### src/rtl/lvds_tx_pkg.sv
// Shared types and constants for the LVDS TX payload generator / error scheduler.
// lane_slice pulls one 8-bit lane out of a full payload word.
package lvds_tx_pkg;

  localparam int LANES  = 10;
  localparam int LANE_W = 8;
  localparam int INTV_W = 16;
  localparam int WORD_W = LANES * LANE_W;

  typedef enum logic [1:0] {
    ST_IDLE,
    ST_WAIT_LINK,
    ST_RUN,
    ST_FINISH
  } state_t;

  function automatic logic [LANE_W-1:0] lane_slice(input logic [WORD_W-1:0] word,
                                                    input logic [3:0]        idx);
    logic [LANE_W-1:0] r;
    r = '0;
    for (int i = 0; i < LANES; i++) begin
      if (idx == 4'(i)) r = word[i*LANE_W +: LANE_W];
    end
    return r;
  endfunction

endpackage

### src/rtl/lvds_tx_err_sched_if.sv
// Config/status and payload bundle between the register layer, the scheduler
// and the LVDS TX data input.
interface lvds_tx_err_sched_if #(
  parameter int LANES  = lvds_tx_pkg::LANES,
  parameter int LANE_W = lvds_tx_pkg::LANE_W,
  parameter int INTV_W = lvds_tx_pkg::INTV_W
);
  import lvds_tx_pkg::*;

  logic                      LVDS_INIT_DONE;
  logic                      CFG_START;
  logic                      CFG_STOP;
  logic [3:0]                CFG_CHN;
  logic [INTV_W-1:0]         CFG_INTERVAL;
  logic [INTV_W-1:0]         CFG_COUNT;
  logic [LANES*LANE_W-1:0]   TX_DATA;
  logic                      ERR_STROBE;
  logic [31:0]               ERR_TOTAL;
  logic                      BUSY;
  logic                      DONE;
  logic                      CFG_ERR;

  modport master (
    output LVDS_INIT_DONE, CFG_START, CFG_STOP, CFG_CHN, CFG_INTERVAL, CFG_COUNT,
    input  TX_DATA, ERR_STROBE, ERR_TOTAL, BUSY, DONE, CFG_ERR
  );

  modport slave (
    input  LVDS_INIT_DONE, CFG_START, CFG_STOP, CFG_CHN, CFG_INTERVAL, CFG_COUNT,
    output TX_DATA, ERR_STROBE, ERR_TOTAL, BUSY, DONE, CFG_ERR
  );

endinterface

### src/rtl/lvds_tx_pat_gen.sv
// Per-lane offset counting pattern with single-lane +1 corruption.
// TX_DATA and the error strobe are registered together so they stay aligned.
module lvds_tx_pat_gen #(
  parameter int LANES  = lvds_tx_pkg::LANES,
  parameter int LANE_W = lvds_tx_pkg::LANE_W
) (
  input  logic                    clk,
  input  logic                    rst,
  input  logic                    advance,
  input  logic                    insert_now,
  input  logic [3:0]              chn,
  output logic [LANES*LANE_W-1:0] tx_data,
  output logic                    err_strobe
);
  import lvds_tx_pkg::*;

  logic [LANE_W-1:0]       p;
  logic [LANES*LANE_W-1:0] word_next;

  always_comb begin
    word_next = '0;
    for (int i = 0; i < LANES; i++) begin
      word_next[i*LANE_W +: LANE_W] = p + LANE_W'(i) +
                                      ((insert_now && (chn == 4'(i))) ? LANE_W'(1) : LANE_W'(0));
    end
  end

  always_ff @(posedge clk or posedge rst) begin
    if (rst) begin
      p          <= '0;
      tx_data    <= '0;
      err_strobe <= 1'b0;
    end else begin
      if (advance) p <= p + LANE_W'(1);
      tx_data    <= word_next;
      err_strobe <= insert_now;
    end
  end

endmodule

### src/rtl/lvds_tx_err_sched.sv
// Error-insertion campaign scheduler for the LVDS TX datapath: sequences
// start/stop, spacing and count of single-lane insertions on the payload.
module lvds_tx_err_sched #(
  parameter int LANES  = lvds_tx_pkg::LANES,
  parameter int LANE_W = lvds_tx_pkg::LANE_W,
  parameter int INTV_W = lvds_tx_pkg::INTV_W
) (
  input  logic                TX_CLK,
  input  logic                TX_RST,
  lvds_tx_err_sched_if.slave  bus
);
  import lvds_tx_pkg::*;

  state_t              state;
  logic [3:0]          chn;
  logic [INTV_W-1:0]   interval;
  logic [INTV_W-1:0]   count;
  logic [INTV_W-1:0]   dc;
  logic [INTV_W-1:0]   ins_cnt;
  logic                busy_q;
  logic                done_q;
  logic                cfg_err_q;
  logic [31:0]         err_total;
  logic                insert_now;
  logic                last_insert;
  logic                chn_ok;
  logic [LANES*LANE_W-1:0] tx_data;
  logic                err_strobe;

  assign chn_ok      = int'(bus.CFG_CHN) < LANES;
  assign insert_now  = (state == ST_RUN) && (dc == '0) && bus.LVDS_INIT_DONE;
  assign last_insert = (count != '0) && ((ins_cnt + INTV_W'(1)) == count);

  // Stop takes priority over start in IDLE; a stop coinciding with an
  // insertion in RUN still lets that insertion through and counts it.
  always_ff @(posedge TX_CLK or posedge TX_RST) begin
    if (TX_RST) begin
      state     <= ST_IDLE;
      chn       <= '0;
      interval  <= '0;
      count     <= '0;
      dc        <= '0;
      ins_cnt   <= '0;
      busy_q    <= 1'b0;
      done_q    <= 1'b0;
      cfg_err_q <= 1'b0;
    end else begin
      busy_q    <= (state == ST_WAIT_LINK) || (state == ST_RUN);
      done_q    <= (state == ST_FINISH);
      cfg_err_q <= 1'b0;
      case (state)
        ST_IDLE: begin
          if (bus.CFG_START && !bus.CFG_STOP) begin
            if (chn_ok) begin
              chn      <= bus.CFG_CHN;
              interval <= (bus.CFG_INTERVAL == '0) ? INTV_W'(1) : bus.CFG_INTERVAL;
              count    <= bus.CFG_COUNT;
              ins_cnt  <= '0;
              state    <= ST_WAIT_LINK;
            end else begin
              cfg_err_q <= 1'b1;
            end
          end
        end
        ST_WAIT_LINK: begin
          if (bus.CFG_STOP) begin
            state <= ST_FINISH;
          end else if (bus.LVDS_INIT_DONE) begin
            dc    <= interval - INTV_W'(1);
            state <= ST_RUN;
          end
        end
        ST_RUN: begin
          if (insert_now) begin
            dc      <= interval - INTV_W'(1);
            ins_cnt <= ins_cnt + INTV_W'(1);
            if (bus.CFG_STOP || last_insert) state <= ST_FINISH;
          end else if (bus.CFG_STOP) begin
            state <= ST_FINISH;
          end else if (!bus.LVDS_INIT_DONE) begin
            state <= ST_WAIT_LINK;
          end else begin
            dc <= dc - INTV_W'(1);
          end
        end
        ST_FINISH: state <= ST_IDLE;
        default:   state <= ST_IDLE;
      endcase
    end
  end

  always_ff @(posedge TX_CLK or posedge TX_RST) begin
    if (TX_RST) begin
      err_total <= '0;
    end else if (err_strobe && (err_total != 32'hFFFF_FFFF)) begin
      err_total <= err_total + 32'd1;
    end
  end

  lvds_tx_pat_gen #(
    .LANES  (LANES),
    .LANE_W (LANE_W)
  ) u_pat_gen (
    .clk        (TX_CLK),
    .rst        (TX_RST),
    .advance    (bus.LVDS_INIT_DONE),
    .insert_now (insert_now),
    .chn        (chn),
    .tx_data    (tx_data),
    .err_strobe (err_strobe)
  );

  assign bus.TX_DATA    = tx_data;
  assign bus.ERR_STROBE = err_strobe;
  assign bus.ERR_TOTAL  = err_total;
  assign bus.BUSY       = busy_q;
  assign bus.DONE       = done_q;
  assign bus.CFG_ERR    = cfg_err_q;

endmodule

### src/flat_wrapper.sv
// flat-port wrapper written by rule: the top's interface ports become plain ports
module lvds_tx_err_sched_flat import lvds_tx_pkg::*;
#(
  parameter int LANES  = lvds_tx_pkg::LANES,
  parameter int LANE_W = lvds_tx_pkg::LANE_W,
  parameter int INTV_W = lvds_tx_pkg::INTV_W
)
  (TX_CLK, TX_RST, bus_LVDS_INIT_DONE, bus_CFG_START, bus_CFG_STOP, bus_CFG_CHN, bus_CFG_INTERVAL, bus_CFG_COUNT, bus_TX_DATA, bus_ERR_STROBE, bus_ERR_TOTAL, bus_BUSY, bus_DONE, bus_CFG_ERR);
  lvds_tx_err_sched_if #(.LANES(LANES), .LANE_W(LANE_W), .INTV_W(INTV_W)) bus_i ();
  input  logic TX_CLK;
  input  logic TX_RST;
  input wire logic [$bits(bus_i.LVDS_INIT_DONE)-1:0] bus_LVDS_INIT_DONE;
  input wire logic [$bits(bus_i.CFG_START)-1:0] bus_CFG_START;
  input wire logic [$bits(bus_i.CFG_STOP)-1:0] bus_CFG_STOP;
  input wire logic [$bits(bus_i.CFG_CHN)-1:0] bus_CFG_CHN;
  input wire logic [$bits(bus_i.CFG_INTERVAL)-1:0] bus_CFG_INTERVAL;
  input wire logic [$bits(bus_i.CFG_COUNT)-1:0] bus_CFG_COUNT;
  output wire logic [$bits(bus_i.TX_DATA)-1:0] bus_TX_DATA;
  output wire logic [$bits(bus_i.ERR_STROBE)-1:0] bus_ERR_STROBE;
  output wire logic [$bits(bus_i.ERR_TOTAL)-1:0] bus_ERR_TOTAL;
  output wire logic [$bits(bus_i.BUSY)-1:0] bus_BUSY;
  output wire logic [$bits(bus_i.DONE)-1:0] bus_DONE;
  output wire logic [$bits(bus_i.CFG_ERR)-1:0] bus_CFG_ERR;
  assign bus_i.LVDS_INIT_DONE = bus_LVDS_INIT_DONE;
  assign bus_i.CFG_START = bus_CFG_START;
  assign bus_i.CFG_STOP = bus_CFG_STOP;
  assign bus_i.CFG_CHN = bus_CFG_CHN;
  assign bus_i.CFG_INTERVAL = bus_CFG_INTERVAL;
  assign bus_i.CFG_COUNT = bus_CFG_COUNT;
  assign bus_TX_DATA = bus_i.TX_DATA;
  assign bus_ERR_STROBE = bus_i.ERR_STROBE;
  assign bus_ERR_TOTAL = bus_i.ERR_TOTAL;
  assign bus_BUSY = bus_i.BUSY;
  assign bus_DONE = bus_i.DONE;
  assign bus_CFG_ERR = bus_i.CFG_ERR;
  lvds_tx_err_sched #(.LANES(LANES), .LANE_W(LANE_W), .INTV_W(INTV_W)) u_core (.TX_CLK(TX_CLK), .TX_RST(TX_RST), .bus(bus_i));
endmodule
### config.mk
export PLATFORM = sky130hd
export DESIGN_NAME = lvds_tx_err_sched_flat
export DESIGN_NICKNAME = d
export VERILOG_FILES = /design/src/rtl/lvds_tx_pkg.sv /design/src/rtl/lvds_tx_err_sched_if.sv /design/src/rtl/lvds_tx_pat_gen.sv /design/src/rtl/lvds_tx_err_sched.sv /design/src/flat_wrapper.sv
export SDC_FILE = /design/constraint.sdc
export NUM_CORES = 1
export LEC_CHECK = 0
export ABC_AREA = 1
export CORE_MARGIN = 5
export CORE_UTILIZATION = 58
export DETAILED_ROUTE_END_ITERATION = 8
export GPL_ROUTABILITY_DRIVEN = 0
export HOLD_SLACK_MARGIN = 0.06
export PLACE_DENSITY_LB_ADDON = 0.12
export SLEW_MARGIN = 20
export SYNTH_ARGS = -nofsm -noshare
export SYNTH_HDL_FRONTEND = slang
export SYNTH_SLANG_ARGS = --single-unit
### constraint.sdc
create_clock -name TX_CLK -period 11.1 [get_ports TX_CLK]
set_clock_uncertainty 0.1 [all_clocks]
set_input_delay 1.11 -clock TX_CLK [delete_from_list [all_inputs] [get_ports TX_CLK]]
set_output_delay 1.11 -clock TX_CLK [all_outputs]
set_load 0.01 [all_outputs]
==> impl_results.html, run 1 <==
<table>
<tr><th>Metric</th><th>Value</th></tr>
<tr><th colspan="2">Global route</th></tr>
<tr><td>Antenna violations before repair</td><td>0</td></tr>
<tr><td>Global-route congestion overflow total</td><td>0</td></tr>
<tr><td>Vias in the first global route</td><td>7274</td></tr>
<tr><td>Maximum number of pins on one net before global-route repair</td><td>111</td></tr>
<tr><td>Wire length of the first global-routing pass</td><td>36100 um</td></tr>
<tr><td>Total GRT Usage</td><td>22.7%</td></tr>
<tr><th colspan="2">Critical path</th></tr>
<tr><td>Critical Path AT</td><td>3.64 ns</td></tr>
<tr><td>Number of buffers and inverters on the critical path</td><td>3</td></tr>
<tr><td>Cells along the critical path</td><td>clkdlybuf4s50_1 -&gt; inv_1 -&gt; nor3_1 -&gt; nand3_2 -&gt; nor3_1 -&gt; nand3_1 -&gt; ha_1 -&gt; inv_1 -&gt; ha_1 -&gt; nand2_1 -&gt; nand2_1 -&gt; nand2_1 -&gt; xor2_1</td></tr>
<tr><td>Cell family contributing the most delay on the critical path</td><td>simple AND/OR/NAND/NOR gates</td></tr>
<tr><td>Critical Path Start Type</td><td>input pin</td></tr>
<tr><td>Required time of the critical path</td><td>11.33 ns</td></tr>
<tr><td>Critical setup path kind</td><td>input pin to flip-flop</td></tr>
<tr><td>Worst Path Max Fanout</td><td>12</td></tr>
<tr><td>Top cell by count, worst path</td><td>sky130_fd_sc_hd__nand2_1</td></tr>
<tr><td>Type of destination of the critical path</td><td>flip-flop</td></tr>
<tr><td>Worst R2R Setup Slack</td><td>7.96 ns</td></tr>
<tr><td>Delay contributed by the slowest stage of the critical path</td><td>0.64 ns</td></tr>
<tr><td>Slowest stage cell on the critical path</td><td>sky130_fd_sc_hd__clkdlybuf4s50_1</td></tr>
<tr><th colspan="2">Clock network</th></tr>
<tr><td>Clock buffer depth</td><td>2</td></tr>
<tr><td>CTS tree</td><td>done</td></tr>
<tr><td>Postcts setup bufs</td><td>0</td></tr>
<tr><td>Number of sinks handled by clock tree synthesis</td><td>194</td></tr>
<tr><td>Hold Buf Count CTS</td><td>0</td></tr>
<tr><td>Clk pin slew, worst setup/hold paths</td><td>0.07 ns</td></tr>
<tr><td>Cts bufs inserted</td><td>17</td></tr>
<tr><td>H-tree levels</td><td>4</td></tr>
<tr><td>Clock root buffer</td><td>sky130_fd_sc_hd__clkbuf_16</td></tr>
<tr><td>Clk_lat worst skew</td><td>0.44 ns</td></tr>
<tr><td>CTS-repair resized insts</td><td>0</td></tr>
<tr><th colspan="2">Routing</th></tr>
<tr><td>Detail Route met2 WL</td><td>10500 um</td></tr>
<tr><td>DRC errors left</td><td>0</td></tr>
<tr><td>Routed length on met1</td><td>9970 um</td></tr>
<tr><td>Average wire length per cell after detail routing</td><td>14.6 um</td></tr>
<tr><td>Vias per Instance</td><td>5.27</td></tr>
<tr><td>Sum of routed wire length over all layers</td><td>22100 um</td></tr>
<tr><td>Detailed-route via count</td><td>7967</td></tr>
<tr><td>Routed length on met3</td><td>1400 um</td></tr>
<tr><td>Highest metal layer with signal wires</td><td>met4</td></tr>
<tr><td>DRC violation total after the first TritonRoute iteration</td><td>578</td></tr>
<tr><td>Number of iterations in the first detailed-routing pass</td><td>5</td></tr>
<tr><td>Antenna Nets Post-Route</td><td>0</td></tr>
<tr><th colspan="2">STA</th></tr>
<tr><td>Part of the cycle the worst path needs</td><td>30.8%</td></tr>
<tr><td>Hold Violations, Final</td><td>0</td></tr>
<tr><td>Max-slew violation count</td><td>0</td></tr>
<tr><td>Measured slew at the worst slew-check pin</td><td>0.769 ns</td></tr>
<tr><td>Final period demand of the worst path</td><td>3.42 ns</td></tr>
<tr><td>Relative slew margins</td><td>48.8%</td></tr>
<tr><td>Total negative slack</td><td>0 ns</td></tr>
<tr><td>Setup repair after global routing missed its margin</td><td>false</td></tr>
<tr><td>Highest Clock Rate</td><td>293 MHz</td></tr>
<tr><td>Final setup violation count</td><td>0</td></tr>
<tr><th colspan="2">Logic synthesis</th></tr>
<tr><td>Synth Area per Inst</td><td>8.63 um^2</td></tr>
<tr><td>Cell taking the most area after synthesis</td><td>sky130_fd_sc_hd__dfrtp_1</td></tr>
<tr><td>Distinct cells, synth</td><td>39</td></tr>
<tr><td>EDFF count, synth</td><td>0</td></tr>
<tr><td>Synth warnings</td><td>0</td></tr>
<tr><td>Ys async rst share</td><td>100%</td></tr>
<tr><td>Net count after synthesis</td><td>1197</td></tr>
<tr><td>Synth top area share</td><td>49.9%</td></tr>
<tr><td>Netlist Area Pre-Place</td><td>9720 um^2</td></tr>
<tr><td>Most common cell in the netlist</td><td>sky130_fd_sc_hd__nand2_1</td></tr>
<tr><td>Top cells by instance count after synthesis</td><td>sky130_fd_sc_hd__nand2_1 (270), sky130_fd_sc_hd__dfrtp_1 (194), sky130_fd_sc_hd__inv_1 (120)</td></tr>
<tr><td>Synth area leaders</td><td>sky130_fd_sc_hd__dfrtp_1 (50%), sky130_fd_sc_hd__nand2_1 (10%), sky130_fd_sc_hd__xor2_1 (7.5%)</td></tr>
<tr><td>Dominant register cell in the synthesized netlist</td><td>sky130_fd_sc_hd__dfrtp_1</td></tr>
<tr><td>Register area share after synthesis</td><td>49.9%</td></tr>
<tr><td>Cells after synthesis</td><td>1127</td></tr>
<tr><td>Post-synthesis sequential element count</td><td>194</td></tr>
<tr><th colspan="2">Floorplanning</th></tr>
<tr><td>Overall die height</td><td>139 um</td></tr>
<tr><td>Total Die Area</td><td>19400 um^2</td></tr>
<tr><td>Placeable core area</td><td>16500 um^2</td></tr>
<tr><td>IO Pins</td><td>157</td></tr>
<tr><td>Cell Rows</td><td>47</td></tr>
<tr><td>Width of the die</td><td>139 um</td></tr>
<tr><td>Initial core utilization</td><td>58.8%</td></tr>
<tr><th colspan="2">Power</th></tr>
<tr><td>Worst ir drop on vdd</td><td>165 uV</td></tr>
<tr><td>Reported leakage power</td><td>0.00551 uW</td></tr>
<tr><td>Combinational share of power</td><td>38.5%</td></tr>
<tr><td>Switching portion of total power</td><td>38.3%</td></tr>
<tr><td>Part of the total power dissipated in sequential elements</td><td>39.8%</td></tr>
<tr><td>Power share of the clock group</td><td>21.8%</td></tr>
<tr><td>Psw</td><td>1110 uW</td></tr>
<tr><td>Power per unit of standard cell area</td><td>241 nW/um^2</td></tr>
<tr><td>Internal power consumption</td><td>1790 uW</td></tr>
<tr><th colspan="2">Placement</th></tr>
<tr><td>PortBufs</td><td>156</td></tr>
<tr><td>Post-Place Cells</td><td>1479</td></tr>
<tr><td>HPWL after detailed placement</td><td>16200 um</td></tr>
<tr><th colspan="2">Finish</th></tr>
<tr><td>Ant diodes</td><td>0</td></tr>
<tr><td>Area occupied by multi-input gates</td><td>4250 um^2</td></tr>
<tr><td>Area overhead of the layout relative to synthesis</td><td>24.1%</td></tr>
<tr><td>Number of fillers in the final layout</td><td>1254</td></tr>
<tr><td>Final cell count without fillers</td><td>1511</td></tr>
<tr><td>Total number of nets in the final design</td><td>1348</td></tr>
<tr><td>Share of cells above drive strength 1</td><td>5.73%</td></tr>
<tr><td>Sequential standard cell area</td><td>4850 um^2</td></tr>
<tr><th colspan="2">Job</th></tr>
<tr><td>Number of violations of the max-capacitance limit</td><td>0</td></tr>
<tr><th colspan="2">Status</th></tr>
<tr><td>Result of the run</td><td>complete, no violations</td></tr>
<tr><th colspan="2">Hold path</th></tr>
<tr><td>Kind of path behind the tightest hold check</td><td>flip-flop to flip-flop</td></tr>
</table>
worst register-to-register path: cells and delay by family, from the launching register on:
kind	cells	cell delay (ns)
simple gates	12	1.60
fa+ha+maj	3	0.60
flops	1	0.38
buf+inv	2	0.20
xor+xnor	1	0.14
registers in the layout, indices dropped and copies added (netlist names):
register,count
u_core.bus.BUSY,1
u_core.u_pat_gen.p,8
u_core.u_pat_gen.err_strobe,1
u_core.chn,4
u_core.ins_cnt,16
u_core.count,16
u_core.bus.ERR_TOTAL,32
u_core.bus.CFG_ERR,1
u_core.bus.DONE,1
u_core.dc,16
u_core.u_pat_gen.tx_data,80
u_core.interval,16
u_core.state,2
kinds of logic after synthesis:
family          Yosys count  synth area share, %
xor+xnor                105                 9.46
compound gates          120                 6.73
flops                   194                 49.9
buf+inv                 155                 6.38
simple gates            524                 23.7
fa+ha+maj                29                 3.73
layer usage:
metal | up-vias | track usage (%)
li1 | 3953 | -
met1 | 3685 | 31.5
met2 | 302 | 37.3
met3 | 27 | 3.84
met4 | 0 | 5.92
met5 | - | 0
area by class of cell:
type                       instances  area share [%]
clock buffer                      18            3.64
clock inverter                    14            1.41
inverter                         129            4.08
multi-input combinational        778            35.3
sequential                       194            40.2
tap                              220            2.28
timing repair buffer             158            13.1
cell usage in the layout (no fill, tap or decap), types with 8 or more instances in the layout:
cell / count
sky130_fd_sc_hd__ha_1: 29
sky130_fd_sc_hd__o21ai_1: 9
sky130_fd_sc_hd__o21ai_0: 74
sky130_fd_sc_hd__nor2_1: 93
sky130_fd_sc_hd__dfrtp_1: 194
sky130_fd_sc_hd__nor4_1: 10
sky130_fd_sc_hd__nand3_1: 77
sky130_fd_sc_hd__nand4_1: 28
sky130_fd_sc_hd__clkdlybuf4s50_1: 156
sky130_fd_sc_hd__xnor2_1: 22
sky130_fd_sc_hd__nand2_2: 8
sky130_fd_sc_hd__nor3_1: 16
sky130_fd_sc_hd__clkbuf_16: 17
sky130_fd_sc_hd__inv_1: 119
sky130_fd_sc_hd__a21oi_1: 16
sky130_fd_sc_hd__xor2_1: 83
sky130_fd_sc_hd__nand2_1: 270
final timing paths:
kind / startpoint / to / cells after the start
max: bus_LVDS_INIT_DONE / u_core.u_pat_gen.tx_data[78] / 13
min: u_core.bus.ERR_TOTAL[28] / u_core.bus.ERR_TOTAL[28] / 1
max reg2reg: u_core.dc[0] / u_core.u_pat_gen.tx_data[78] / 18
min reg2reg: u_core.bus.ERR_TOTAL[28] / u_core.bus.ERR_TOTAL[28] / 1
max in group asynchronous: TX_RST / u_core.bus.ERR_TOTAL[5] / 3
min in group asynchronous: TX_RST / u_core.dc[6] / 2
metrics by stage:
step | hold slack [ns] | power, uW | instance area, um^2 | utilization [%] | worst slack, ns
detailed placement | 0.388 | 2280 | 11500 | 69.3 | 7.22
floorplan | 0.365 | 1820 | 9720 | - | 4.61
global placement | 0.384 | 2250 | 11500 | 69.3 | 7.30
CTS | 0.397 | 2920 | 12100 | 73.0 | 7.69
global route | 0.419 | 3110 | 12100 | 73.0 | 7.33
finish | 0.392 | 2910 | 12100 | 73.0 | 7.68
power by group through the flow:
stage	sequential [uW]	clock [uW]	combinational (uW)
finish	1160	632	1120
global route	1190	670	1250
CTS	1150	640	1120
detailed placement	1160	0	1110
global placement	1160	0	1090
floorplan	1160	0	658
Note: power is estimated with default switching activity, not from simulation.
==> run 2: changes to the inputs <==
Settings changed: CORE_UTILIZATION 58 to 49.
Clock period 11.1 ns to 3 ns, I/O delays scaled along.
==> impl_results.html, run 2 (synthesized netlist as in run 1, its figures left out) <==
<table>
<tr><th>Metric</th><th>Value</th></tr>
<tr><th colspan="2">Status</th></tr>
<tr><td>Result of the run</td><td>complete, no violations</td></tr>
<tr><th colspan="2">Routing</th></tr>
<tr><td>Number of iterations in the first detailed-routing pass</td><td>5 (unchanged)</td></tr>
<tr><td>DRC errors left</td><td>0 (unchanged)</td></tr>
<tr><td>Sum of routed wire length over all layers</td><td>22400 um (+1.3%)</td></tr>
<tr><td>DRC violation total after the first TritonRoute iteration</td><td>389 (-33%)</td></tr>
<tr><td>Vias per Instance</td><td>4.94 (-6.3%)</td></tr>
<tr><td>Antenna Nets Post-Route</td><td>0 (unchanged)</td></tr>
<tr><td>Detailed-route via count</td><td>7826 (-1.8%)</td></tr>
<tr><td>Average wire length per cell after detail routing</td><td>14.2 um (-3.4%)</td></tr>
<tr><th colspan="2">Finish</th></tr>
<tr><td>Leading cell types in the layout, fill and taps excluded</td><td>sky130_fd_sc_hd__nand2_1 (267), sky130_fd_sc_hd__dfrtp_1 (194), sky130_fd_sc_hd__clkdlybuf4s50_1 (156)</td></tr>
<tr><td>Share of cells above drive strength 1</td><td>9.55% (+3.8 points)</td></tr>
<tr><td>Most frequent standard cell in the layout excluding fill and tap cells</td><td>sky130_fd_sc_hd__nand2_1</td></tr>
<tr><td>Total number of nets in the final design</td><td>1376 (+2.1%)</td></tr>
<tr><td>Area overhead of the layout relative to synthesis</td><td>28.4%</td></tr>
<tr><td>Area occupied by multi-input gates</td><td>4390 um^2 (+3.2%)</td></tr>
<tr><td>Flip-flop count of the largest register after layout</td><td>80 (unchanged)</td></tr>
<tr><td>Register ranked first by flip-flop count</td><td>u_core.u_pat_gen.tx_data</td></tr>
<tr><td>Number of fillers in the final layout</td><td>1661 (+32%)</td></tr>
<tr><td>Ant diodes</td><td>0 (unchanged)</td></tr>
<tr><td>Sequential standard cell area</td><td>4850 um^2 (unchanged)</td></tr>
<tr><th colspan="2">Clock network</th></tr>
<tr><td>Clk pin slew, worst setup/hold paths</td><td>0.08 ns (about the same)</td></tr>
<tr><td>Clock root buffer</td><td>sky130_fd_sc_hd__clkbuf_16</td></tr>
<tr><td>Clock buffer depth</td><td>2 (unchanged)</td></tr>
<tr><td>Clk_lat worst skew</td><td>0.44 ns (about the same)</td></tr>
<tr><td>H-tree levels</td><td>4 (unchanged)</td></tr>
<tr><td>CTS tree</td><td>done</td></tr>
<tr><td>Cts bufs inserted</td><td>17 (unchanged)</td></tr>
<tr><td>Hold Buf Count CTS</td><td>0 (unchanged)</td></tr>
<tr><td>Number of sinks handled by clock tree synthesis</td><td>194 (unchanged)</td></tr>
<tr><th colspan="2">STA</th></tr>
<tr><td>Measured slew at the worst slew-check pin</td><td>0.612 ns (-0.157 ns)</td></tr>
<tr><td>Hold Violations, Final</td><td>0 (unchanged)</td></tr>
<tr><td>Highest Clock Rate</td><td>354 MHz</td></tr>
<tr><td>Worst hold margin</td><td>0.295 ns (-0.0971 ns)</td></tr>
<tr><td>Max-slew violation count</td><td>0 (unchanged)</td></tr>
<tr><td>Final period demand of the worst path</td><td>2.83 ns</td></tr>
<tr><td>Part of the cycle the worst path needs</td><td>94.2%</td></tr>
<tr><td>Minimum setup slack in the final design</td><td>0.173 ns (-7.51 ns)</td></tr>
<tr><td>Final setup violation count</td><td>0 (unchanged)</td></tr>
<tr><td>Relative slew margins</td><td>59.2% (+10 points)</td></tr>
<tr><td>Setup repair after global routing missed its margin</td><td>true</td></tr>
<tr><th colspan="2">Global route</th></tr>
<tr><td>Antenna violations before repair</td><td>0 (unchanged)</td></tr>
<tr><td>Global-route congestion overflow total</td><td>0 (unchanged)</td></tr>
<tr><td>Maximum number of pins on one net before global-route repair</td><td>104 (-6.3%)</td></tr>
<tr><td>Vias in the first global route</td><td>7370 (+1.3%)</td></tr>
<tr><td>Total GRT Usage</td><td>20.0% (-2.6 points)</td></tr>
<tr><td>Wire length of the first global-routing pass</td><td>36300 um (+0.40%)</td></tr>
<tr><th colspan="2">Power</th></tr>
<tr><td>Worst ir drop on vdd</td><td>517 uV (+210%)</td></tr>
<tr><td>Reported leakage power</td><td>0.00565 uW (+2.6%)</td></tr>
<tr><td>Total power after layout</td><td>11000 uW (+280%)</td></tr>
<tr><td>Power per unit of standard cell area</td><td>881 nW/um^2 (+270%)</td></tr>
<tr><th colspan="2">Critical path</th></tr>
<tr><td>Critical Path AT</td><td>3.04 ns (-0.60 ns)</td></tr>
<tr><td>Critical Path Start Type</td><td>flip-flop</td></tr>
<tr><td>Cells along the critical path</td><td>inv_2 -&gt; ha_4 -&gt; nand2_1 -&gt; nor2_2 -&gt; nand2_2 -&gt; nor2_4 -&gt; nand2_4 -&gt; nor3_4 -&gt; nand3_4 -&gt; inv_4 -&gt; nand3_4 -&gt; nor2_1 -&gt; ha_2 -&gt; ha_1 -&gt; inv_1 -&gt; nor2_2 -&gt; nand2_1 -&gt; xor2_1</td></tr>
<tr><td>Slowest stage cell on the critical path</td><td>sky130_fd_sc_hd__dfrtp_1</td></tr>
<tr><td>Required time of the critical path</td><td>3.21 ns (-8.12 ns)</td></tr>
<tr><td>Type of destination of the critical path</td><td>flip-flop</td></tr>
<tr><td>Worst Path Max Fanout</td><td>5 (-7)</td></tr>
<tr><td>Delay contributed by the slowest stage of the critical path</td><td>0.40 ns (-0.24 ns)</td></tr>
<tr><td>Critical setup path kind</td><td>flip-flop to flip-flop</td></tr>
<tr><th colspan="2">Floorplanning</th></tr>
<tr><td>Initial core utilization</td><td>49.8% (-9.0 points)</td></tr>
<tr><td>Placeable core area</td><td>19500 um^2 (+18%)</td></tr>
<tr><td>Overall die height</td><td>151 um (+8.2%)</td></tr>
<tr><td>Width of the die</td><td>151 um (+8.2%)</td></tr>
<tr><td>IO Pins</td><td>157 (unchanged)</td></tr>
<tr><td>Total Die Area</td><td>22800 um^2 (+17%)</td></tr>
<tr><td>Cell Rows</td><td>51 (+8.5%)</td></tr>
<tr><th colspan="2">Placement</th></tr>
<tr><td>PortBufs</td><td>156 (unchanged)</td></tr>
<tr><td>Worst-case setup slack after placement</td><td>0.0159 ns (-7.21 ns)</td></tr>
<tr><td>HPWL after detailed placement</td><td>16800 um (+3.9%)</td></tr>
<tr><th colspan="2">Job</th></tr>
<tr><td>Number of violations of the max-capacitance limit</td><td>0 (unchanged)</td></tr>
<tr><th colspan="2">Hold path</th></tr>
<tr><td>Kind of path behind the tightest hold check</td><td>input pin to flip-flop</td></tr>
</table>
[run 2: cell types whose count changed in the layout (fill, tap and decap cells not counted), moves of 4 or more]
| cell | before | now |
|---|---|---|
| sky130_fd_sc_hd__ha_1 | 29 | 19 |
| sky130_fd_sc_hd__buf_4 | 1 | 29 |
| sky130_fd_sc_hd__ha_2 | 0 | 7 |
| sky130_fd_sc_hd__nor2_1 | 93 | 89 |
[run 2: report_power, final]
part           internal, uW  total [uW]  switching, uW  leakage, uW
Combinational          1950        4430           2480      0.00288
Clock                  1270        2360           1090     0.000296
Sequential             3550        4200            656      0.00248
Total                  6770       11000           4230      0.00565
[run 2: final timing paths]
check,start,endpoint,slack [ns],cells after the start
max,u_core.dc[1],u_core.u_pat_gen.tx_data[6],0.17,18
min,bus_CFG_COUNT[2],u_core.count[2],0.29,3
max reg2reg,u_core.dc[1],u_core.u_pat_gen.tx_data[6],0.17,18
min reg2reg,u_core.bus.ERR_TOTAL[28],u_core.bus.ERR_TOTAL[28],0.39,1
max in group asynchronous,TX_RST,u_core.ins_cnt[2],2.02,3
min in group asynchronous,TX_RST,u_core.u_pat_gen.tx_data[16],0.30,3
[run 2: worst max-delay path: cells and delay by family, from the launching register on]
family	cells	cell delay, ns
buf+inv	3	0.26
fa+ha+maj	3	0.54
flops	1	0.40
xor+xnor	1	0.15
simple gates	11	1.28
[run 2: what timing repair did]
item                       4_1_cts  5_1_grt
hold endpoints to repair         0        0
setup buffers                    0       11
setup endpoints to repair        1       39
pin swaps                        0       11
resized for setup                2       34
[run 2: area by class of cell]
cell class / instances / area share (%)
repair buffers: 186 / 14.4
clock buffers: 17 / 3.41
multi-input cells: 778 / 35.2
clock inverters: 15 / 1.55
inverters: 129 / 3.93
well taps: 265 / 2.66
flip-flops and latches: 194 / 38.9
[run 2: metrics by stage]
step	setup TNS, ns	std cells	utilization (%)	cell area [um^2]
floorplan	0	1127	-	9720
global placement	0	1541	59.6	11600
CTS	0	1573	62.8	12300
detailed placement	0	1541	59.6	11600
global route	-0.284	1584	63.9	12500
finish	0	1584	63.9	12500
[run 2: per-layer routing]
layer,track usage (%),vias up,share of wire (%)
met5,0,-,0
met4,5.44,0,1.3
met3,3.38,25,5.6
met2,32.5,188,48
met1,28.0,3635,46
li1,-,3978,-
==> run 3: changes to the inputs <==
Settings changed: SYNTH_HIERARCHICAL set to 1.
==> impl_results.html, run 3 <==
<table>
<tr><th>Metric</th><th>Value</th></tr>
<tr><th colspan="2">Critical path</th></tr>
<tr><td>Critical setup path kind</td><td>flip-flop to flip-flop</td></tr>
<tr><td>Critical Path AT</td><td>3.03 ns (about the same)</td></tr>
<tr><td>Worst Path Max Fanout</td><td>3 (-2)</td></tr>
<tr><td>Critical Path Start Type</td><td>flip-flop</td></tr>
<tr><td>Slowest stage cell on the critical path</td><td>sky130_fd_sc_hd__dfrtp_1</td></tr>
<tr><td>Required time of the critical path</td><td>3.22 ns (about the same)</td></tr>
<tr><td>Type of destination of the critical path</td><td>flip-flop</td></tr>
<tr><td>Top cell by count, worst path</td><td>sky130_fd_sc_hd__inv_1</td></tr>
<tr><td>Cells along the critical path</td><td>inv_2 -&gt; ha_4 -&gt; nand4_4 -&gt; nor2_4 -&gt; nand2_4 -&gt; nor3_4 -&gt; nand3_2 -&gt; nor3_4 -&gt; inv_1 -&gt; nor3_2 -&gt; inv_1 -&gt; nor2_1 -&gt; ha_1 -&gt; inv_1 -&gt; ha_1 -&gt; a21oi_2 -&gt; nand2_1 -&gt; xor2_1</td></tr>
<tr><td>Delay contributed by the slowest stage of the critical path</td><td>0.40 ns (about the same)</td></tr>
<tr><td>Beginning of the critical path</td><td>u_core/dc[0]</td></tr>
<tr><td>Worst Reg-to-Reg Cells</td><td>18 (unchanged)</td></tr>
<tr><td>Worst R2R Setup Slack</td><td>0.19 ns (about the same)</td></tr>
<tr><td>Crit Reg-Reg Endpoint</td><td>u_core/u_pat_gen/tx_data[54]</td></tr>
<tr><td>Number of buffers and inverters on the critical path</td><td>4 (+1)</td></tr>
<tr><td>Cell family contributing the most delay on the critical path</td><td>simple AND/OR/NAND/NOR gates</td></tr>
<tr><td>Worst R2R Start</td><td>u_core/dc[0]</td></tr>
<tr><th colspan="2">Logic synthesis</th></tr>
<tr><td>Cells after synthesis</td><td>1169 (+3.7%)</td></tr>
<tr><td>Synth top area share</td><td>49.0% (-0.94 points)</td></tr>
<tr><td>Net count after synthesis</td><td>1240 (+3.6%)</td></tr>
<tr><td>Synth warnings</td><td>6 (+6)</td></tr>
<tr><td>Synth area leaders</td><td>sky130_fd_sc_hd__dfrtp_1 (49%), sky130_fd_sc_hd__nand2_1 (11%), sky130_fd_sc_hd__xor2_1 (7.2%)</td></tr>
<tr><td>Dominant register cell in the synthesized netlist</td><td>sky130_fd_sc_hd__dfrtp_1</td></tr>
<tr><td>Top cells by instance count after synthesis</td><td>sky130_fd_sc_hd__nand2_1 (299), sky130_fd_sc_hd__dfrtp_1 (194), sky130_fd_sc_hd__inv_1 (118)</td></tr>
<tr><td>Post-synthesis sequential element count</td><td>194 (unchanged)</td></tr>
<tr><td>Netlist Area Pre-Place</td><td>9910 um^2 (+1.9%)</td></tr>
<tr><td>Ys async rst share</td><td>100% (unchanged)</td></tr>
<tr><td>Cell taking the most area after synthesis</td><td>sky130_fd_sc_hd__dfrtp_1</td></tr>
<tr><td>Register area share after synthesis</td><td>49.0% (-0.94 points)</td></tr>
<tr><td>EDFF count, synth</td><td>0 (unchanged)</td></tr>
<tr><td>Distinct cells, synth</td><td>42 (+7.7%)</td></tr>
<tr><td>Synth Area per Inst</td><td>8.47 um^2 (-1.7%)</td></tr>
<tr><td>Most common cell in the netlist</td><td>sky130_fd_sc_hd__nand2_1</td></tr>
<tr><th colspan="2">Power</th></tr>
<tr><td>Reported leakage power</td><td>0.00593 uW (+4.8%)</td></tr>
<tr><td>Total power after layout</td><td>10800 uW (-2.0%)</td></tr>
<tr><td>Worst ir drop on vdd</td><td>475 uV (-8.0%)</td></tr>
<tr><td>Power per unit of standard cell area</td><td>834 nW/um^2 (-5.3%)</td></tr>
<tr><th colspan="2">Global route</th></tr>
<tr><td>Global-route congestion overflow total</td><td>0 (unchanged)</td></tr>
<tr><td>Antenna violations before repair</td><td>0 (unchanged)</td></tr>
<tr><td>GR met2 Demand/Resource</td><td>36.5% (+4.0 points)</td></tr>
<tr><td>Wire length of the first global-routing pass</td><td>41100 um (+13%)</td></tr>
<tr><td>Total GRT Usage</td><td>21.4% (+1.4 points)</td></tr>
<tr><td>Vias in the first global route</td><td>8302 (+13%)</td></tr>
<tr><td>Maximum number of pins on one net before global-route repair</td><td>90 (-13%)</td></tr>
<tr><td>Met3 Usage GRT</td><td>3.81% (+0.42 points)</td></tr>
<tr><td>Most Used Layer, Global Route</td><td>met2</td></tr>
<tr><td>Global routing met1 resource utilization</td><td>28.4% (+0.42 points)</td></tr>
<tr><th colspan="2">STA</th></tr>
<tr><td>Minimum setup slack in the final design</td><td>0.185 ns (+0.0126 ns)</td></tr>
<tr><td>Hold Violations, Final</td><td>0 (unchanged)</td></tr>
<tr><td>Max-slew violation count</td><td>0 (unchanged)</td></tr>
<tr><td>Worst hold margin</td><td>0.259 ns (-0.0353 ns)</td></tr>
<tr><td>Highest Clock Rate</td><td>355 MHz (+0.45%)</td></tr>
<tr><td>Final setup violation count</td><td>0 (unchanged)</td></tr>
<tr><td>Measured slew at the worst slew-check pin</td><td>0.683 ns (+0.0714 ns)</td></tr>
<tr><td>Part of the cycle the worst path needs</td><td>93.8% (-0.42 points)</td></tr>
<tr><td>Final period demand of the worst path</td><td>2.81 ns (-0.0126 ns)</td></tr>
<tr><td>Relative slew margins</td><td>54.3% (-4.9 points)</td></tr>
<tr><td>Setup repair after global routing missed its margin</td><td>true</td></tr>
<tr><th colspan="2">Finish</th></tr>
<tr><td>Area occupied by multi-input gates</td><td>4560 um^2 (+3.8%)</td></tr>
<tr><td>Final cell count without fillers</td><td>1660 (+4.8%)</td></tr>
<tr><td>Share of cells above drive strength 1</td><td>12.4% (+2.9 points)</td></tr>
<tr><td>Sequential standard cell area</td><td>4850 um^2 (unchanged)</td></tr>
<tr><td>Most frequent standard cell in the layout excluding fill and tap cells</td><td>sky130_fd_sc_hd__nand2_1</td></tr>
<tr><td>Flip-flop count of the largest register after layout</td><td>80 (unchanged)</td></tr>
<tr><td>Number of fillers in the final layout</td><td>1756 (+5.7%)</td></tr>
<tr><td>Area overhead of the layout relative to synthesis</td><td>30.4%</td></tr>
<tr><td>Register ranked first by flip-flop count</td><td>u_core/u_pat_gen/tx_data</td></tr>
<tr><td>Post-layout utilization of the core</td><td>64.5% (+0.54 points)</td></tr>
<tr><td>Leading cell types in the layout, fill and taps excluded</td><td>sky130_fd_sc_hd__nand2_1 (296), sky130_fd_sc_hd__dfrtp_1 (194), sky130_fd_sc_hd__clkdlybuf4s50_1 (156)</td></tr>
<tr><td>Ant diodes</td><td>0 (unchanged)</td></tr>
<tr><td>Total number of nets in the final design</td><td>1448 (+5.2%)</td></tr>
<tr><th colspan="2">Clock network</th></tr>
<tr><td>Clk pin slew, worst setup/hold paths</td><td>0.08 ns (about the same)</td></tr>
<tr><td>CTS tree</td><td>done</td></tr>
<tr><td>Clock buffer depth</td><td>2 (unchanged)</td></tr>
<tr><td>H-tree levels</td><td>4 (unchanged)</td></tr>
<tr><td>Cts bufs inserted</td><td>17 (unchanged)</td></tr>
<tr><td>Clk_lat worst skew</td><td>0.43 ns (about the same)</td></tr>
<tr><td>Number of sinks handled by clock tree synthesis</td><td>194 (unchanged)</td></tr>
<tr><td>Clock root buffer</td><td>sky130_fd_sc_hd__clkbuf_16</td></tr>
<tr><th colspan="2">Routing</th></tr>
<tr><td>Average wire length per cell after detail routing</td><td>14.8 um (+4.7%)</td></tr>
<tr><td>DRC violation total after the first TritonRoute iteration</td><td>477 (+23%)</td></tr>
<tr><td>Number of iterations in the first detailed-routing pass</td><td>5 (unchanged)</td></tr>
<tr><td>Vias per Instance</td><td>5.05 (+2.2%)</td></tr>
<tr><td>Antenna Nets Post-Route</td><td>0 (unchanged)</td></tr>
<tr><td>Detailed-route via count</td><td>8386 (+7.2%)</td></tr>
<tr><td>DRC errors left</td><td>0 (unchanged)</td></tr>
<tr><td>Sum of routed wire length over all layers</td><td>24600 um (+9.7%)</td></tr>
<tr><th colspan="2">Floorplanning</th></tr>
<tr><td>Total Die Area</td><td>23200 um^2 (+1.8%)</td></tr>
<tr><td>Cell Rows</td><td>52 (+2.0%)</td></tr>
<tr><td>IO Pins</td><td>157 (unchanged)</td></tr>
<tr><td>Width of the die</td><td>152 um (+0.89%)</td></tr>
<tr><td>Placeable core area</td><td>20000 um^2 (+2.6%)</td></tr>
<tr><td>Initial core utilization</td><td>49.4% (-0.34 points)</td></tr>
<tr><td>Overall die height</td><td>152 um (+0.89%)</td></tr>
<tr><th colspan="2">Placement</th></tr>
<tr><td>HPWL after detailed placement</td><td>18100 um (+7.5%)</td></tr>
<tr><td>Worst-case setup slack after placement</td><td>-0.142 ns (-0.158 ns)</td></tr>
<tr><td>Post-Place Cells</td><td>1608 (+4.3%)</td></tr>
<tr><td>PortBufs</td><td>156 (unchanged)</td></tr>
<tr><th colspan="2">Hold path</th></tr>
<tr><td>Kind of path behind the tightest hold check</td><td>input pin to asynchronous set/reset pin</td></tr>
<tr><th colspan="2">Status</th></tr>
<tr><td>Result of the run</td><td>complete, no violations</td></tr>
<tr><th colspan="2">Job</th></tr>
<tr><td>Number of violations of the max-capacitance limit</td><td>0 (unchanged)</td></tr>
</table>
## run 3: changes by cell type after synthesis, moves of 6 or more
cell	previous run	this run
sky130_fd_sc_hd__nand2_1	270	299
sky130_fd_sc_hd__o21ai_0	74	84
sky130_fd_sc_hd__nor2_1	94	87
sky130_fd_sc_hd__inv_2	7	13
sky130_fd_sc_hd__nor2_2	7	13
## run 3: repair_timing
item                       CTS  global route
resized for setup           18            13
setup buffers               18             4
setup endpoints to repair   24            59
pin swaps                    8             8
hold buffers                 0             0
## run 3: cell families after synthesis
kind of cell / Yosys count / synth area share, %
AO/OA/AOI/OAI: 121 / 6.52
XOR/XNOR: 101 / 8.93
adder cells (fa/ha/maj): 30 / 3.79
buffers and inverters: 159 / 6.33
flip-flops: 194 / 49.0
AND/OR/NAND/NOR: 564 / 25.4
## run 3: worst min-delay path: stages
cell,delay [ns]
sky130_fd_sc_hd__clkdlybuf4s50_1,0.48
sky130_fd_sc_hd__clkinv_2,0.09
sky130_fd_sc_hd__buf_12,0.34
## run 3: final cells by class
type	instances	share of cell area [%]
timing repair buffer	216	16.0
clock buffer	17	3.29
clock inverter	15	1.39
sequential	194	37.6
tap	270	2.61
inverter	132	3.88
multi-input combinational	816	35.3
## run 3: worst max-delay path by stage
stage | slack, ns | endpoint | cells after the start
after floorplan | -0.09 | u_core/u_pat_gen/tx_data[54] | 18
after global placement | -0.1 | u_core/u_pat_gen/tx_data[54] | 18
after detailed placement | -0.14 | u_core/u_pat_gen/tx_data[54] | 18
after CTS | -0.008 | u_core/u_pat_gen/tx_data[15] | 18
after global routing | -0.02 | u_core/u_pat_gen/tx_data[52] | 18
final | 0.19 | u_core/u_pat_gen/tx_data[54] | 18
## run 3: metal layers
metal / up-vias / share of wire [%]
li1: 4167 / -
met1: 3959 / 45
met2: 229 / 49
met3: 31 / 4.7
met4: 0 / 1.5
met5: - / 0
## run 3: metrics by stage
stage	cell area [um^2]	TNS, ns
2_1_floorplan	9920	-0.0869
3_3_place_gp	12000	-0.323
3_5_place_dp	12000	-0.869
4_1_cts	12900	-0.00802
5_1_grt	12900	-0.0618
6_report	12900	0
## run 3: power by group
group          internal, uW  total [uW]  leakage, uW  switching [uW]
clock                  1140        2300     0.000293            1160
combinational          1970        4400      0.00315            2430
sequential             3470        4080      0.00248             608
